===== src/rtl/hyperbus_burst_ctrl_if.sv =====
// Command, data and controller-facing signal bundle for the HyperBus burst sequencer.
// The slave modport is the sequencer itself; master is the user and controller side.
interface hyperbus_burst_ctrl_if #(
  parameter int WIDTH       = 8,
  parameter int ADDR_LENGTH = 32,
  parameter int LEN_WIDTH   = 8
);
  localparam int DW = 2 * WIDTH;
  localparam int MW = (2 * WIDTH) / 8 + 1;

  logic                   cmd_valid;
  logic                   cmd_ready;
  logic                   cmd_we;
  logic                   cmd_reg;
  logic [ADDR_LENGTH-1:0] cmd_adr;
  logic [LEN_WIDTH-1:0]   cmd_len;

  logic                   wdat_valid;
  logic                   wdat_ready;
  logic [DW-1:0]          wdat;
  logic [1:0]             wmask;

  logic                   rdat_valid;
  logic                   rdat_ready;
  logic [DW-1:0]          rdat;
  logic                   rdat_last;

  logic [ADDR_LENGTH-1:0] hb_adr;
  logic                   hb_reg;
  logic [DW-1:0]          hb_dat_o;
  logic [MW-1:0]          hb_mask;
  logic [DW-1:0]          hb_dat_i;
  logic                   hb_valid;
  logic                   hb_ready;
  logic                   hb_rrq;
  logic                   hb_wrq;

  logic                   busy;
  logic                   done;
  logic                   err;

  modport master (
    output cmd_valid, cmd_we, cmd_reg, cmd_adr, cmd_len,
    input  cmd_ready,
    output wdat_valid, wdat, wmask,
    input  wdat_ready,
    input  rdat_valid, rdat, rdat_last,
    output rdat_ready,
    input  hb_adr, hb_reg, hb_dat_o, hb_mask,
    output hb_dat_i, hb_valid, hb_ready,
    input  hb_rrq, hb_wrq,
    input  busy, done, err
  );

  modport slave (
    input  cmd_valid, cmd_we, cmd_reg, cmd_adr, cmd_len,
    output cmd_ready,
    input  wdat_valid, wdat, wmask,
    output wdat_ready,
    output rdat_valid, rdat, rdat_last,
    input  rdat_ready,
    output hb_adr, hb_reg, hb_dat_o, hb_mask,
    input  hb_dat_i, hb_valid, hb_ready,
    output hb_rrq, hb_wrq,
    output busy, done, err
  );
endinterface


===== src/rtl/hyperbus_burst_ctrl.sv =====
// Burst sequencer in front of the HyperBus leader controller: counts words,
// stages read and write data through one shared FIFO, times out stalled reads.
module hyperbus_burst_ctrl #(
  parameter int WIDTH       = 8,
  parameter int ADDR_LENGTH = 32,
  parameter int LEN_WIDTH   = 8,
  parameter int FIFO_DEPTH  = 8,
  parameter int TIMEOUT     = 64
) (
  input logic clk90,
  input logic rst,
  hyperbus_burst_ctrl_if.slave bus
);
  localparam int DW = 2 * WIDTH;
  localparam int MW = DW / 8 + 1;
  localparam int AW = $clog2(FIFO_DEPTH);
  localparam int PW = AW + 1;
  localparam int EW = DW + 3;
  localparam int TW = $clog2(TIMEOUT + 1);

  typedef enum logic [2:0] {
    IDLE,
    WFILL,
    WRITE,
    READ,
    GAP
  } state_t;

  state_t                 state;
  logic [EW-1:0]          mem [FIFO_DEPTH];
  logic [PW-1:0]          wp;
  logic [PW-1:0]          rp;
  logic [LEN_WIDTH-1:0]   len;
  logic [LEN_WIDTH-1:0]   wcnt;
  logic [TW-1:0]          icnt;
  logic                   gcnt;
  logic                   live;
  logic [ADDR_LENGTH-1:0] adr_q;
  logic                   reg_q;
  logic                   rrq;
  logic                   wrq;
  logic                   done_q;
  logic                   err_q;

  logic                   empty;
  logic                   full;
  logic                   in_wr;
  logic                   accept;
  logic                   too_long;
  logic                   last_w;
  logic                   push_w;
  logic                   push_r;
  logic                   pop_w;
  logic                   pop_r;
  logic                   push;
  logic                   pop;
  logic                   timeout;
  logic                   rvalid;
  logic [LEN_WIDTH:0]     len_p1;
  logic [EW-1:0]          head;
  logic [EW-1:0]          din;

  always_comb begin
    empty    = wp == rp;
    full     = (wp ^ rp) == {1'b1, {AW{1'b0}}};
    head     = mem[rp[AW-1:0]];
    in_wr    = state == WFILL || state == WRITE;
    rvalid   = !empty && !in_wr;
    accept   = bus.cmd_valid && bus.cmd_ready;
    len_p1   = {1'b0, bus.cmd_len} + (LEN_WIDTH+1)'(1);
    too_long = len_p1 > (LEN_WIDTH+1)'(FIFO_DEPTH);
    last_w   = wcnt == len;
    push_w   = state == WFILL && bus.wdat_valid;
    push_r   = state == READ && bus.hb_valid && !full;
    pop_w    = state == WRITE && bus.hb_ready && wrq;
    pop_r    = rvalid && bus.rdat_ready;
    timeout  = state == READ && !bus.hb_valid
               && icnt == TW'(TIMEOUT - 1);
    push     = push_w || push_r;
    pop      = pop_w || pop_r;
    din      = {push_r && last_w, 2'b00, bus.hb_dat_i};
    if (push_w) din = {1'b0, bus.wmask, bus.wdat};
  end

  assign bus.cmd_ready  = live && state == IDLE && empty;
  assign bus.wdat_ready = state == WFILL;
  assign bus.rdat_valid = rvalid;
  assign bus.rdat       = head[DW-1:0];
  assign bus.rdat_last  = rvalid && head[EW-1];
  assign bus.hb_adr     = adr_q;
  assign bus.hb_reg     = reg_q;
  assign bus.hb_dat_o   = head[DW-1:0];
  assign bus.hb_mask    = MW'(head[DW+1:DW]);
  assign bus.hb_rrq     = rrq;
  assign bus.hb_wrq     = wrq;
  assign bus.busy       = state != IDLE;
  assign bus.done       = done_q;
  assign bus.err        = err_q;

  // storage carries no reset; occupancy is defined purely by the pointers
  always_ff @(posedge clk90) begin
    if (push) mem[wp[AW-1:0]] <= din;
  end

  always_ff @(posedge clk90 or posedge rst) begin
    if (rst) begin
      wp <= '0;
      rp <= '0;
    end else if (timeout) begin
      wp <= '0;
      rp <= '0;
    end else begin
      if (push) wp <= wp + PW'(1);
      if (pop)  rp <= rp + PW'(1);
    end
  end

  always_ff @(posedge clk90 or posedge rst) begin
    if (rst) begin
      state  <= IDLE;
      live   <= 1'b0;
      len    <= '0;
      wcnt   <= '0;
      icnt   <= '0;
      gcnt   <= 1'b0;
      adr_q  <= '0;
      reg_q  <= 1'b0;
      rrq    <= 1'b0;
      wrq    <= 1'b0;
      done_q <= 1'b0;
      err_q  <= 1'b0;
    end else begin
      live   <= 1'b1;
      done_q <= 1'b0;
      err_q  <= 1'b0;
      unique case (state)
        IDLE: begin
          if (accept) begin
            adr_q <= bus.cmd_adr;
            reg_q <= bus.cmd_reg;
            len   <= bus.cmd_len;
            wcnt  <= '0;
            icnt  <= '0;
            if (too_long) begin
              err_q <= 1'b1;
            end else if (bus.cmd_we) begin
              state <= WFILL;
            end else begin
              rrq   <= 1'b1;
              state <= READ;
            end
          end
        end
        WFILL: begin
          if (push_w) begin
            if (last_w) begin
              wcnt  <= '0;
              wrq   <= 1'b1;
              state <= WRITE;
            end else begin
              wcnt <= wcnt + LEN_WIDTH'(1);
            end
          end
        end
        WRITE: begin
          if (pop_w) begin
            wcnt <= wcnt + LEN_WIDTH'(1);
            if (last_w) begin
              wrq    <= 1'b0;
              done_q <= 1'b1;
              gcnt   <= 1'b0;
              state  <= GAP;
            end
          end
        end
        READ: begin
          if (timeout) begin
            rrq   <= 1'b0;
            err_q <= 1'b1;
            gcnt  <= 1'b0;
            state <= GAP;
          end else if (bus.hb_valid) begin
            icnt <= '0;
            if (push_r) begin
              wcnt <= wcnt + LEN_WIDTH'(1);
              if (last_w) begin
                rrq    <= 1'b0;
                done_q <= 1'b1;
                gcnt   <= 1'b0;
                state  <= GAP;
              end
            end
          end else begin
            icnt <= icnt + TW'(1);
          end
        end
        GAP: begin
          // two cycles with both requests low so the controller idles
          if (gcnt) state <= IDLE;
          else      gcnt  <= 1'b1;
        end
        default: state <= IDLE;
      endcase
    end
  end
endmodule


===== src/flat_wrapper.sv =====
// flat-port wrapper written by rule: the top's interface ports become plain ports
module hyperbus_burst_ctrl_flat 
#(
  parameter int WIDTH       = 8,
  parameter int ADDR_LENGTH = 32,
  parameter int LEN_WIDTH   = 8,
  parameter int FIFO_DEPTH  = 8,
  parameter int TIMEOUT     = 64
)
  (clk90, rst, bus_cmd_valid, bus_cmd_we, bus_cmd_reg, bus_cmd_adr, bus_cmd_len, bus_cmd_ready, bus_wdat_valid, bus_wdat, bus_wmask, bus_wdat_ready, bus_rdat_valid, bus_rdat, bus_rdat_last, bus_rdat_ready, bus_hb_adr, bus_hb_reg, bus_hb_dat_o, bus_hb_mask, bus_hb_dat_i, bus_hb_valid, bus_hb_ready, bus_hb_rrq, bus_hb_wrq, bus_busy, bus_done, bus_err);
  hyperbus_burst_ctrl_if #(.WIDTH(WIDTH), .ADDR_LENGTH(ADDR_LENGTH), .LEN_WIDTH(LEN_WIDTH)) bus_i ();
  input logic clk90;
  input logic rst;
  input wire logic [$bits(bus_i.cmd_valid)-1:0] bus_cmd_valid;
  input wire logic [$bits(bus_i.cmd_we)-1:0] bus_cmd_we;
  input wire logic [$bits(bus_i.cmd_reg)-1:0] bus_cmd_reg;
  input wire logic [$bits(bus_i.cmd_adr)-1:0] bus_cmd_adr;
  input wire logic [$bits(bus_i.cmd_len)-1:0] bus_cmd_len;
  output wire logic [$bits(bus_i.cmd_ready)-1:0] bus_cmd_ready;
  input wire logic [$bits(bus_i.wdat_valid)-1:0] bus_wdat_valid;
  input wire logic [$bits(bus_i.wdat)-1:0] bus_wdat;
  input wire logic [$bits(bus_i.wmask)-1:0] bus_wmask;
  output wire logic [$bits(bus_i.wdat_ready)-1:0] bus_wdat_ready;
  output wire logic [$bits(bus_i.rdat_valid)-1:0] bus_rdat_valid;
  output wire logic [$bits(bus_i.rdat)-1:0] bus_rdat;
  output wire logic [$bits(bus_i.rdat_last)-1:0] bus_rdat_last;
  input wire logic [$bits(bus_i.rdat_ready)-1:0] bus_rdat_ready;
  output wire logic [$bits(bus_i.hb_adr)-1:0] bus_hb_adr;
  output wire logic [$bits(bus_i.hb_reg)-1:0] bus_hb_reg;
  output wire logic [$bits(bus_i.hb_dat_o)-1:0] bus_hb_dat_o;
  output wire logic [$bits(bus_i.hb_mask)-1:0] bus_hb_mask;
  input wire logic [$bits(bus_i.hb_dat_i)-1:0] bus_hb_dat_i;
  input wire logic [$bits(bus_i.hb_valid)-1:0] bus_hb_valid;
  input wire logic [$bits(bus_i.hb_ready)-1:0] bus_hb_ready;
  output wire logic [$bits(bus_i.hb_rrq)-1:0] bus_hb_rrq;
  output wire logic [$bits(bus_i.hb_wrq)-1:0] bus_hb_wrq;
  output wire logic [$bits(bus_i.busy)-1:0] bus_busy;
  output wire logic [$bits(bus_i.done)-1:0] bus_done;
  output wire logic [$bits(bus_i.err)-1:0] bus_err;
  assign bus_i.cmd_valid = bus_cmd_valid;
  assign bus_i.cmd_we = bus_cmd_we;
  assign bus_i.cmd_reg = bus_cmd_reg;
  assign bus_i.cmd_adr = bus_cmd_adr;
  assign bus_i.cmd_len = bus_cmd_len;
  assign bus_cmd_ready = bus_i.cmd_ready;
  assign bus_i.wdat_valid = bus_wdat_valid;
  assign bus_i.wdat = bus_wdat;
  assign bus_i.wmask = bus_wmask;
  assign bus_wdat_ready = bus_i.wdat_ready;
  assign bus_rdat_valid = bus_i.rdat_valid;
  assign bus_rdat = bus_i.rdat;
  assign bus_rdat_last = bus_i.rdat_last;
  assign bus_i.rdat_ready = bus_rdat_ready;
  assign bus_hb_adr = bus_i.hb_adr;
  assign bus_hb_reg = bus_i.hb_reg;
  assign bus_hb_dat_o = bus_i.hb_dat_o;
  assign bus_hb_mask = bus_i.hb_mask;
  assign bus_i.hb_dat_i = bus_hb_dat_i;
  assign bus_i.hb_valid = bus_hb_valid;
  assign bus_i.hb_ready = bus_hb_ready;
  assign bus_hb_rrq = bus_i.hb_rrq;
  assign bus_hb_wrq = bus_i.hb_wrq;
  assign bus_busy = bus_i.busy;
  assign bus_done = bus_i.done;
  assign bus_err = bus_i.err;
  hyperbus_burst_ctrl #(.WIDTH(WIDTH), .ADDR_LENGTH(ADDR_LENGTH), .LEN_WIDTH(LEN_WIDTH), .FIFO_DEPTH(FIFO_DEPTH), .TIMEOUT(TIMEOUT)) u_core (.clk90(clk90), .rst(rst), .bus(bus_i));
endmodule

===== config.mk =====
export PLATFORM = sky130hd
export DESIGN_NAME = hyperbus_burst_ctrl_flat
export DESIGN_NICKNAME = d
export VERILOG_FILES = /design/src/rtl/hyperbus_burst_ctrl_if.sv /design/src/rtl/hyperbus_burst_ctrl.sv /design/src/flat_wrapper.sv
export SDC_FILE = /design/constraint.sdc
export NUM_CORES = 1
export LEC_CHECK = 0
export BUFFER_PORTS_ARGS = -buffer_cell sky130_fd_sc_hd__buf_2
export CAP_MARGIN = 0
export CORE_AREA = 2 2 148 164
export CTS_BUF_LIST = sky130_fd_sc_hd__clkbuf_16
export DETAILED_ROUTE_END_ITERATION = 16
export DIE_AREA = 0 0 150 166
export PLACE_DENSITY = 0.59
export SLEW_MARGIN = 10
export SYNTH_ARGS = -nofsm -noshare
export SYNTH_HDL_FRONTEND = slang
export SYNTH_SLANG_ARGS = --single-unit

===== constraint.sdc =====
create_clock -name clk90 -period 11.3 [get_ports clk90]
set_input_delay 2.26 -clock clk90 [delete_from_list [all_inputs] [get_ports clk90]]
set_output_delay 2.26 -clock clk90 [all_outputs]
set_load 0.01 [all_outputs]

Word level (Yosys, flattened, before mapping):

Memories as Yosys holds them, arrays and structs flattened.
Index checks and enable logic that the tools add are counted.

* memory bits (writable): 152
* memories: 1
* register bits after elaboration: 73

Memories
* u_core.mem: depth 8, bits a word 19, rd ports 1, clocked after Yosys merged registers in 0, wr ports 1, line hyperbus_burst_ctrl.sv:30 `logic [EW-1:0] mem [FIFO_DEPTH];`

* order comparisons: 1
* reductions and logical operators: 36
* equal/unequal tests: 22
* multiplexer cells: 59
* $add $sub $neg: 5
* bitwise operators: 1

Operators with widths (count)
* $mux 8: 7
* $pmux 8 s4: 1
* $mux 3: 10
* $mux 1: 25
* $mux 7: 3
* $mux 19: 1
* $mux 4: 4
* $pmux 3 s5: 1
* $logic_and 1x1->1: 14
* $ne 2x1->1 const B: 7
* $pmux 7 s2: 1
* $reduce_and 7->1: 2
* $add 8x1->9 const B: 1
* $gt 9x4->1 const B: 1
* $add 4x1->4 const B: 2
* $add 8x1->8 const B: 1
* $eq 8x8->1: 1
* $ne 2x2->1 const B: 4
* $pmux 1 s2: 4
* $reduce_and 8->1: 1
* $reduce_bool 2->1: 4
* $add 7x1->7 const B: 1
* $eq 7x6->1 const B: 1
* $eq 3x2->1 const B: 2
* other kinds (18): 25

Depth between registers and ports, before layout:

* depth in word-level cells: 8
* gate-level depth with buffers: 8
* mapped depth without buffers: 7

Least setup slack after synthesis:

No wires, ideal clock.

* kind: input to register
* start point: input port bus_hb_valid
* end point: memory u_core.mem[6][0] (netlist name), enable pin
* path buffers: 0
* arrival time: 4.885 ns
* stages: 5
* setup time: 0.450 ns
* setup slack: 5.964 ns
* cell sequence: and4b_1 o41ai_2 nand2_2 nand2_1 nor4b_1

* word-level cells in the longest chain between the ends: 5

RTL lines
* from (decl): line flat_wrapper.sv:33 `input wire logic [$bits(bus_i.hb_valid)-1:0] bus_hb_valid;`
* $logic_and 1x1->1 (2 in a row): line hyperbus_burst_ctrl.sv:74 `push_r = state == READ && bus.hb_valid && !full;`
* $logic_or 1x1->1: line hyperbus_burst_ctrl.sv:79 `push = push_w || push_r;`
* $mux 1: line hyperbus_burst_ctrl.sv:102 `if (push) mem[wp[AW-1:0]] <= din;`
* $mux 1 (not written as such): line hyperbus_burst_ctrl.sv:102
* to (decl): line hyperbus_burst_ctrl.sv:30

No other way between the ends.

Final worst setup path:

* start point: register u_core.rp[0]
* end point: output port bus_rdat[7]

* word-level cells in the longest chain between the ends: 1

RTL lines
* from (decl): line hyperbus_burst_ctrl.sv:32 `logic [PW-1:0] rp;`
* from (signal assigned): line hyperbus_burst_ctrl.sv:114 `if (pop) rp <= rp + PW'(1);`
* $mem_v2 8x19
* to (decl): line flat_wrapper.sv:25 `output wire logic [$bits(bus_i.rdat)-1:0] bus_rdat;`

No other way between the ends.

==> results.md <==
- Final hold violations: 0
- CTS H-tree depth: 1
- Clock root cell: clkbuf_16
- Crit-path cells: buf_4, mux4_2, mux2_2, buf_2
- Vias in the first global route: 6,133
- Hold Crit Class: flip-flop to flip-flop
- Pwr dens: 253 nW/um^2
- Antenna violations before repair: 1
- Skew-Pair Late Insertion Delay: between 0.5 and 0.6 ns
- Resized cells post-CTS: 0
- Critical Path End Type: output pin
- DP HPWL: between 10,000 and 15,000 microns
- Final Critical Period: 5.07 ns
- DRT antenna net count: 0
- ANT cells: 0
- Area of the die: around 25,000 sq um
- IO Pins: 160
- Worst path slowest cell: dfrtp_2
- Area Overhead vs Synth: 19.4%
- Commonest non-fill, non-tap cell in the layout: buf_2
- Grt total ovfl: 0
- Longest Clk Path Bufs: 3
- Max-Slew Margin vs Limit: 0.319
- EDFF count, synth: between 150 and 200
- Leak Pwr: 0.00463 uW
- Outcome: complete, no violations
- Core Area: between 20,000 and 25,000 sq um
- Post-Syn Instances: 652
- Sink Count: approximately 230
- IO Port Bufs: roughly 160
- Die width: 150 microns
- CP Max Fanout: 26
- Synthesized area: between 9000 and 10,000 sq um
- CP bufs+invs: 2
- Setup CP Type: flip-flop to output pin
- Hold_ws: about 0.47 ns
- CTS tree: done
- CP startpoint kind: flip-flop
- First-pass GRT wire length: 32,400 microns
- GRT Total Usage: 0.164
- Vert. Die Dim: around 170 microns
- Row count: between 50 and 60
- Max-cap violations: 0
- Reg clk slew, reported paths: around 0.06 ns
- Total power: between 2000 and 3000 uW
- Clock skew: 0.00770 ns
- Drt initial violations: around 330
- TritonCTS buffer count: 24
- Final wirelength: around 20,000 microns
- Max FFs per register: ~150
- Synth Register Bits: ~230
- CTS Hold Bufs: 0
- Delay-heaviest family, CP: multiplexers
- Largest net degree at the start of global routing: 74
- Overall via count from detail_route: 5,748
- Actual slew at the worst max-slew pin: 1.02 ns
- Gpl congestion: 0.774
- Ys Warns: 0
- Nets: between 800 and 900
- Asr flop ratio synth: 0.324
- DRT Pass-1 Iters: 4
- Post-DR vias/cell: between 5 and 6
- Total Neg Setup Slack: 0 ns
- Starting Density: 0.411
- Unrepaired setup endpoints after global routing: no
- Post-synthesis sequential area ratio: 0.667
- Layout cell share with drive strength beyond 1: 0.376
- Critical Path Max Stage Delay: 0.71 ns
- DRC errors left: 0
- Final-report setup violation count: 0
- Post-synth net total: roughly 740
- CP arrival: approximately 2.8 ns
- Routed len/inst: between 15 and 20 microns
- WP data required: about 9.0 ns
- Most frequently used flop master after synthesis: edfxtp_1
- Post-CTS setup buffers: 0
- Fmax: just under 200 MHz
- Library cells used by synthesis: between 50 and 60
- Most frequent cells in the layout: buf_2 (158), edfxtp_1 (152), nand2_1 (140)
- Slew Viols, Final: 0
- Avg Inst Size Synth: approximately 15 sq um
- Final worst-path cycle share: 0.448
- Max rail drop VDD: between 0.0001 and 0.00015 V
-- metrics by stage --
| step | worst slack (ns) | util | instance area, sq um | cells |
|---|---|---|---|---|
| floorplan | 5.96 | - | 9590 | 652 |
| global route | 6.02 | 0.491 | 11400 | 1125 |
| detailed placement | 6.69 | 0.456 | 10600 | 1081 |
| global placement | 6.72 | 0.456 | 10600 | 1081 |
| CTS | 6.15 | 0.491 | 11400 | 1125 |
| finish | 6.23 | 0.491 | 11400 | 1125 |
-- final timing paths --
kind | start | end | slack, ns | cells after the start
max in group asynchronous | rst | u_core.rp[0]$_DFFE_PP0P_ | 8.59 | 3
min reg2reg | u_core.bus.hb_adr[14]$_DFFE_PP0P_ | u_core.bus.hb_adr[14]$_DFFE_PP0P_ | 0.47 | 2
min | u_core.bus.hb_adr[14]$_DFFE_PP0P_ | u_core.bus.hb_adr[14]$_DFFE_PP0P_ | 0.47 | 2
min in group asynchronous | rst | u_core.bus.hb_adr[9]$_DFFE_PP0P_ | 2.02 | 3
max | u_core.rp[0]$_DFFE_PP0P_ | bus_rdat[7] | 6.23 | 4
max reg2reg | u_core.rp[1]$_DFFE_PP0P_ | u_core.bus.hb_adr[23]$_DFFE_PP0P_ | 8.04 | 6
-- cell type report --
class / instances / area (sq um)
fillers: 2088 / 11900
flip-flops and latches: 225 / 6390
inverters: 7 / 26.3
clock buffers: 27 / 676
multi-input cells: 372 / 2930
repair buffers: 172 / 896
clock inverters: 17 / 143
well taps: 305 / 382
-- cells by family after synthesis --
family / share of synthesized area
simple gates: 0.104
fa+ha+maj: 0.00522
mux: 0.132
xor+xnor: 0.0179
compound gates: 0.0415
buf+inv: 0.0313
flops: 0.667
other cells: 0.000783
-- routing by layer --
metal	track usage	part of all wire	wire length (microns)	vias to the layer above
met1	0.209	0.41	8300	2880
met5	0	0	0	-
met3	0.0313	0.054	1090	19
met4	0.0258	0.0096	193	0
met2	0.296	0.52	10500	161
li1	-	-	-	2688
-- cells in the mapped netlist, types with 4 or more instances --
| cell type | n | area, sq um |
|---|---|---|
| edfxtp_1 | 152 | 4560 |
| nand2_1 | 140 | 526 |
| dfrtp_1 | 73 | 1830 |
| mux4_2 | 38 | 856 |
| mux2_2 | 34 | 383 |
| buf_4 | 21 | 158 |
| nor2_1 | 19 | 71.3 |
| clkbuf_1 | 13 | 48.8 |
| buf_2 | 12 | 60.1 |
| xor2_1 | 11 | 96.3 |
| o21ai_1 | 10 | 50.1 |
| nand3_1 | 8 | 40.0 |
| o21ai_0 | 8 | 40.0 |
| inv_1 | 7 | 26.3 |
| and3_1 | 6 | 37.5 |
| o31ai_1 | 6 | 45.0 |
| a21oi_1 | 5 | 25.0 |
| a31oi_1 | 5 | 31.3 |
| nand2b_1 | 5 | 31.3 |
| nor4_1 | 5 | 31.3 |
| a32oi_1 | 4 | 35.0 |
| ha_1 | 4 | 50.1 |
| nor2b_1 | 4 | 25.0 |
| nor3_1 | 4 | 20.0 |
| nor3b_1 | 4 | 30.0 |
-- tightest hold or removal path: cells and delay by family, from the launching register on --
kind	cells	cell delay [ns]
simple gates	2	0.09
flops	1	0.34
-- report_power, final --
group | leakage [uW] | total (uW) | internal [uW] | switching (uW)
registers | 0.00229 | 1220 | 1070 | 144
logic | 0.00193 | 895 | 432 | 464
clock network | 0.000415 | 787 | 476 | 311
total | 0.00463 | 2900 | 1980 | 918
Power figures use the tool's default switching activity.
